--- src/rtl/hack_pkg.sv ---
// Shared types and constants for the multi-cycle Hack CPU sequencer:
// FSM state encoding, instruction-register field positions and jump codes.
package hack_pkg;

  typedef enum logic [2:0] {
    FETCH  = 3'd0,
    DECODE = 3'd1,
    MEMRD  = 3'd2,
    EXEC   = 3'd3,
    WB     = 3'd4,
    HALT   = 3'd5
  } state_t;

  localparam int IR_CBIT    = 15;
  localparam int IR_ABIT    = 12;
  localparam int IR_COMP_HI = 11;
  localparam int IR_COMP_LO = 6;
  localparam int IR_DEST_A  = 5;
  localparam int IR_DEST_D  = 4;
  localparam int IR_DEST_M  = 3;
  localparam int IR_JMP_HI  = 2;
  localparam int IR_JMP_LO  = 0;

  typedef logic [5:0] alu_ctl_t;

  localparam logic [2:0] JMP_NULL = 3'b000;
  localparam logic [2:0] JMP_JGT  = 3'b001;
  localparam logic [2:0] JMP_JEQ  = 3'b010;
  localparam logic [2:0] JMP_JGE  = 3'b011;
  localparam logic [2:0] JMP_JLT  = 3'b100;
  localparam logic [2:0] JMP_JNE  = 3'b101;
  localparam logic [2:0] JMP_JLE  = 3'b110;
  localparam logic [2:0] JMP_JMP  = 3'b111;

  function automatic logic is_uncond_jump(input logic [2:0] j);
    return j == JMP_JMP;
  endfunction

endpackage

--- src/rtl/hack_jump_cond.sv ---
// Combinational Hack jump decision from the jump field and latched ALU flags.
module hack_jump_cond (
  input  logic [2:0] i_j,
  input  logic       i_zr,
  input  logic       i_ng,
  output logic       o_jump
);

  // The three jump bits select lt / eq / gt; positive means neither zero nor negative.
  assign o_jump = (i_j[2] & i_ng) | (i_j[1] & i_zr) | (i_j[0] & ~i_ng & ~i_zr);

endmodule

--- src/rtl/hack_cpu_seq.sv ---
// Multi-cycle Hack CPU sequencer around an external ALU, with ROM fetch and M req/ack port.
// Optional halt-on-self-loop detection is built when HACK_HALT_DETECT_EN is defined.
module hack_cpu_seq
  import hack_pkg::*;
#(
  parameter int              PC_W     = 15,
  parameter logic [PC_W-1:0] RESET_PC = '0
) (
  input  logic            clk,
  input  logic            reset,
  output logic            rom_req,
  output logic [PC_W-1:0] rom_addr,
  input  logic            rom_ack,
  input  logic [15:0]     rom_data,
  output logic            ram_rd,
  output logic            ram_wr,
  output logic [PC_W-1:0] ram_addr,
  output logic [15:0]     ram_wdata,
  input  logic            ram_ack,
  input  logic [15:0]     ram_rdata,
  output logic [15:0]     alu_x,
  output logic [15:0]     alu_y,
  output alu_ctl_t        alu_ctl,
  input  logic [15:0]     alu_out,
  input  logic            alu_zr,
  input  logic            alu_ng,
  output logic [PC_W-1:0] pc,
  output logic            instr_done,
  output logic            halted
);

  state_t          r_state;
  logic [15:0]     r_a;
  logic [15:0]     r_d;
  logic [PC_W-1:0] r_pc;
  logic [15:0]     r_ir;
  logic [15:0]     r_mdr;
  logic [15:0]     r_r;
  logic            r_zr;
  logic            r_ng;
  logic            r_halted;

  logic            w_jump;
  logic            w_commit;
  logic            w_a_done;
  logic            w_halt_hit;
  logic [PC_W-1:0] w_pc_inc;
  logic            w_unused_ir;

  hack_jump_cond u_jump_cond (
    .i_j    (r_ir[IR_JMP_HI:IR_JMP_LO]),
    .i_zr   (r_zr),
    .i_ng   (r_ng),
    .o_jump (w_jump)
  );

  assign w_pc_inc    = r_pc + PC_W'(1);
  assign w_unused_ir = ^r_ir[14:13];
  assign w_a_done    = (r_state == DECODE) && !r_ir[IR_CBIT];
  // A write-back without an M destination commits without waiting for any ack.
  assign w_commit    = (r_state == WB) && (!r_ir[IR_DEST_M] || ram_ack);

`ifdef HACK_HALT_DETECT_EN
  assign w_halt_hit = is_uncond_jump(r_ir[IR_JMP_HI:IR_JMP_LO]) && (r_a[PC_W-1:0] == r_pc);
`else
  assign w_halt_hit = 1'b0;
`endif

  assign rom_req    = !reset && (r_state == FETCH);
  assign ram_rd     = !reset && (r_state == MEMRD);
  assign ram_wr     = !reset && (r_state == WB) && r_ir[IR_DEST_M];
  assign instr_done = !reset && (w_a_done || w_commit);
  assign rom_addr   = r_pc;
  assign pc         = r_pc;
  assign ram_addr   = r_a[PC_W-1:0];
  assign ram_wdata  = r_r;
  assign alu_x      = r_d;
  assign alu_y      = r_ir[IR_ABIT] ? r_mdr : r_a;
  assign alu_ctl    = r_ir[IR_COMP_HI:IR_COMP_LO];
  assign halted     = r_halted;

  always_ff @(posedge clk) begin
    if (reset) begin
      r_state  <= FETCH;
      r_a      <= '0;
      r_d      <= '0;
      r_pc     <= RESET_PC;
      r_ir     <= '0;
      r_mdr    <= '0;
      r_r      <= '0;
      r_zr     <= 1'b0;
      r_ng     <= 1'b0;
      r_halted <= 1'b0;
    end else begin
      case (r_state)
        FETCH: if (rom_ack) begin
          r_ir    <= rom_data;
          r_state <= DECODE;
        end
        DECODE: begin
          if (!r_ir[IR_CBIT]) begin
            r_a     <= r_ir;
            r_pc    <= w_pc_inc;
            r_state <= FETCH;
          end else if (r_ir[IR_ABIT]) begin
            r_state <= MEMRD;
          end else begin
            r_state <= EXEC;
          end
        end
        MEMRD: if (ram_ack) begin
          r_mdr   <= ram_rdata;
          r_state <= EXEC;
        end
        EXEC: begin
          r_r     <= alu_out;
          r_zr    <= alu_zr;
          r_ng    <= alu_ng;
          r_state <= WB;
        end
        WB: if (w_commit) begin
          // Jump target reads r_a before the A destination update lands.
          if (r_ir[IR_DEST_A]) r_a <= r_r;
          if (r_ir[IR_DEST_D]) r_d <= r_r;
          r_pc <= w_jump ? r_a[PC_W-1:0] : w_pc_inc;
          if (w_halt_hit) begin
            r_halted <= 1'b1;
            r_state  <= HALT;
          end else begin
            r_state  <= FETCH;
          end
        end
        HALT: r_state <= HALT;
        default: r_state <= FETCH;
      endcase
    end
  end

endmodule
--- config.mk ---
export PLATFORM = sky130hd
export DESIGN_NAME = hack_cpu_seq
export DESIGN_NICKNAME = d
export VERILOG_FILES = /design/src/rtl/hack_pkg.sv /design/src/rtl/hack_jump_cond.sv /design/src/rtl/hack_cpu_seq.sv
export SDC_FILE = /design/constraint.sdc
export NUM_CORES = 1
export LEC_CHECK = 0
export ABC_AREA = 1
export CAP_MARGIN = 30
export CORE_MARGIN = 3
export CORE_UTILIZATION = 30
export CTS_CLUSTER_SIZE = 10
export DETAILED_ROUTE_END_ITERATION = 10
export GPL_ROUTABILITY_DRIVEN = 0
export HOLD_SLACK_MARGIN = 0.02
export SETUP_SLACK_MARGIN = 0.5
export SYNTH_ARGS = -nofsm -noshare
export SYNTH_HDL_FRONTEND = slang
export SYNTH_HIERARCHICAL = 1
export SYNTH_SLANG_ARGS = --single-unit
--- constraint.sdc ---
create_clock -name clk -period 2.14 [get_ports clk]
set_input_delay 0.321 -clock clk [delete_from_list [all_inputs] [get_ports clk]]
set_output_delay 0.321 -clock clk [all_outputs]
set_load 0.01 [all_outputs]
==> impl_results.md <==
* First-pass GRT wire length at 23,400 um
* CTS Buf Count at 9
* Distinct cells, synth at 30
* Max Slew Vio Count at 0
* Final Cell Area at 0.00697 sq mm
* Max Root-Sink Buffers at 2
* Core area at 0.0154 sq mm
* Share of cells above drive strength 1 at 0.163
* WL/cell at 14.7 um
* Top post-synthesis cells by count: nand2_1 (127), o21ai_0 (115), dfxtp_1 (100)
* Final worst setup slack at 0.385 ns
* R2r setup slk at 0.49 ns
* Post-synth top area share at 0.417
* Aggregate global-route resource usage at 0.167
* Required time of the worst setup path at 1.82 ns
* Hold Path Class: reg -> reg
* Worst-path clk slew at 0.07 ns
* Area leader, netlist: dfxtp_1
* Drt first pass iters at 4
* Insertion delay to the later sink of the worst-skew pair at 0.34 ns
* Vias/cell at 4.53
* Fin cells at 1,035
* Asr flop ratio synth at 0
* Htree depth at 3
* Count leader, synth: nand2_1
* Die extent in x at 132 um
* Syn_nets at 747
* RSZ-0062 raised after global routing: true
* Worst path cell trace: inv_4 -> nor3_4 -> nand2_4 -> nand2_4 -> inv_4 -> nor2_4 -> buf_6
* Synth Instances at 692
* Leak at 0.00313 uW
* Initial drt markers at 257
* M1 WL at 6860 um
* Initial Util at 0.311
* Rows at 45
* Vias in the first global route at 4,408
* Max cap viols at 0
* CP endpoint kind: output port
* IO Pins at 158
* R2r worst-path depth at 9
* Residual overflow from global routing at 0
* Fmax at 0.570 GHz
* CP max stage cell: dfxtp_4
* Clock skew at 0.00655 ns
* Filler Cell Count at 1,640
* Area growth from synthesis to layout at 45.2%
* Tcrit/Tclk final at 0.820
* Nets at 875
* Setup CP Type: reg -> out
* Vias at 4,685
* Clk root buf: clkbuf_16
* Initial antenna violation count at 0
* Post-Place Setup Slack at 0.0100 ns
* R2R Path Start: r_state[2]$_SDFFE_PP0P_
* CTS tree: yes
* Hold-fix buffers, CTS at 0
* Worst r2r dst: r_a[15]$_SDFFE_PP0P_
* Power Dens Cells at 633 mW/mm^2
* Cell count after placement at 1,004
* Synthesized area per cell at 6.93 sq um
* Count of final hold-check violations at 0
* CP Capture Point: instr_done
* DRC viols at 0
* Crit-path max FO at 5
* CP startpoint kind: flip-flop
* Final WL at 15,200 um
* Status: finished clean
* Port Buffers at 156
* Largest net degree at the start of global routing at 47
* Max layer used: met4
* Routed length on met3 at 1220 um
* Die Y at 132 um
* Synth top area cells: dfxtp_1 (42%), o21ai_0 (12%), nand2_1 (9.9%), inv_1 (7.0%), a21oi_1 (7.0%)
* CTS Sinks at 100
* Setup violations, final at 0
* Area after DPL at 0.00636 sq mm
* Max incr delay on CP at 0.38 ns
* Worst vdd ir at 0.593 mV
* Primary FF master, synth: dfxtp_1
* Number of synthesized register bits at 100
* Ant diodes at 0
* Die ar. at 0.0175 sq mm
* Post-synth EDFFs at 0
* Synth Warn # at 6
* Min Tclk post-route at 1.76 ns
* Post-synthesis sequential area ratio at 0.417
* Final TNS setup at 0 ns
* Crit path DAT at 1.43 ns
* DP HPWL at 10,700 um
* Setup crit start: r_state[2]$_SDFFE_PP0P_
* DR WL met2 at 7060 um
* Antenna Nets Post-Route at 0
* Post-synthesis instance area at 0.00480 sq mm
[flip-flops by register name, summed over array words and instances, names as in the netlist]
signal / flops
r_state: 3
r_a: 16
pc: 15
r_mdr: 16
r_ir: 16
alu_x: 16
ram_wdata: 16
r_zr: 1
r_ng: 1
[per-stage QoR]
step                total power [uW]  utilization  hold slack (ns)
floorplan                       2490            -            0.390
global placement                2860        0.412            0.434
detailed placement              2860        0.412            0.436
CTS                             4410        0.430            0.447
global route                    4630        0.452            0.470
finish                          4410        0.452            0.444
[how the worst min path moves through the flow]
stage | cells after the start | startpoint | end | slack, ns
floorplan | 1 | reset | r_state[2]$_SDFFE_PP0P_ | 0.39
CTS | 2 | r_mdr[4]$_SDFFE_PP0P_ | r_mdr[4]$_SDFFE_PP0P_ | 0.45
detailed placement | 2 | r_mdr[4]$_SDFFE_PP0P_ | r_mdr[4]$_SDFFE_PP0P_ | 0.44
global placement | 2 | r_mdr[4]$_SDFFE_PP0P_ | r_mdr[4]$_SDFFE_PP0P_ | 0.43
global route | 2 | r_ir[14]$_SDFFE_PP0P_ | r_ir[14]$_SDFFE_PP0P_ | 0.47
finish | 2 | r_ir[14]$_SDFFE_PP0P_ | r_ir[14]$_SDFFE_PP0P_ | 0.44
[cells by family (layout without fill, tap and decap cells)]
kind of cell,count (synthesis),count (layout),share of synthesized area
DFF,100,100,0.417
other,1,1,0.000782
buffers and inverters,167,298,0.170
adders and majority gates,1,1,0.00261
and+or+nand+nor,226,227,0.198
AOI/OAI and AO/OA,197,197,0.211
[per-layer routing]
metal	GRT usage	up-vias
li1	-	2442
met1	0.215	2110
met2	0.267	127
met3	0.0665	6
met4	0.0312	0
met5	0	-
[power by group]
group	internal, uW	switching (uW)
Clock	849	692
Sequential	1950	85.5
Combinational	397	433
Total	3200	1210
[critical path: cells and delay by family, from the launching register on]
family                 cells  cell delay, ns
buffers and inverters      3            0.20
and+or+nand+nor            4            0.50
DFF                        1            0.38
[final cells by class]
class / count / area (sq um) / share of cell area
Clock buffer: 14 / 264 / 0.0379
Tap cell: 211 / 264 / 0.0379
Sequential cell: 100 / 2040 / 0.293
Timing Repair Buffer: 189 / 1900 / 0.272
Multi-Input combinational cell: 426 / 2130 / 0.305
Inverter: 94 / 363 / 0.0521
Clock inverter: 1 / 7.51 / 0.00108
[layout by cell type (no fill, tap or decap), drive strengths merged]
| master | Yosys | final |
|---|---|---|
| o221ai | 1 | 1 |
| clkdlybuf4s50 | 0 | 105 |
| or2 | 2 | 2 |
| nand3b | 1 | 1 |
| buf | 50 | 50 |
| conb | 1 | 1 |
| a21oi | 67 | 67 |
| dlygate4sd2 | 0 | 14 |
| o211ai | 2 | 2 |
| nand4 | 4 | 4 |
| o22ai | 3 | 3 |
| inv | 93 | 94 |
| ha | 1 | 1 |
| nor2 | 65 | 65 |
| dfxtp | 100 | 100 |
| nor3 | 4 | 4 |
| nand2 | 130 | 131 |
| clkinvlp | 0 | 1 |
| a31oi | 4 | 4 |
| o21ai | 120 | 120 |
| dlymetal6s2s | 0 | 18 |
| nand3 | 20 | 20 |
| clkbuf | 23 | 16 |
[what timing repair did]
action | 4_1_cts | 5_1_grt
resized for setup | 127 | 86
setup endpoints to repair | 71 | 63
cloned | 1 | 3
pin swaps | 1 | 19
buffers inserted | 2 | 10
(Power assumes the default switching activity.)
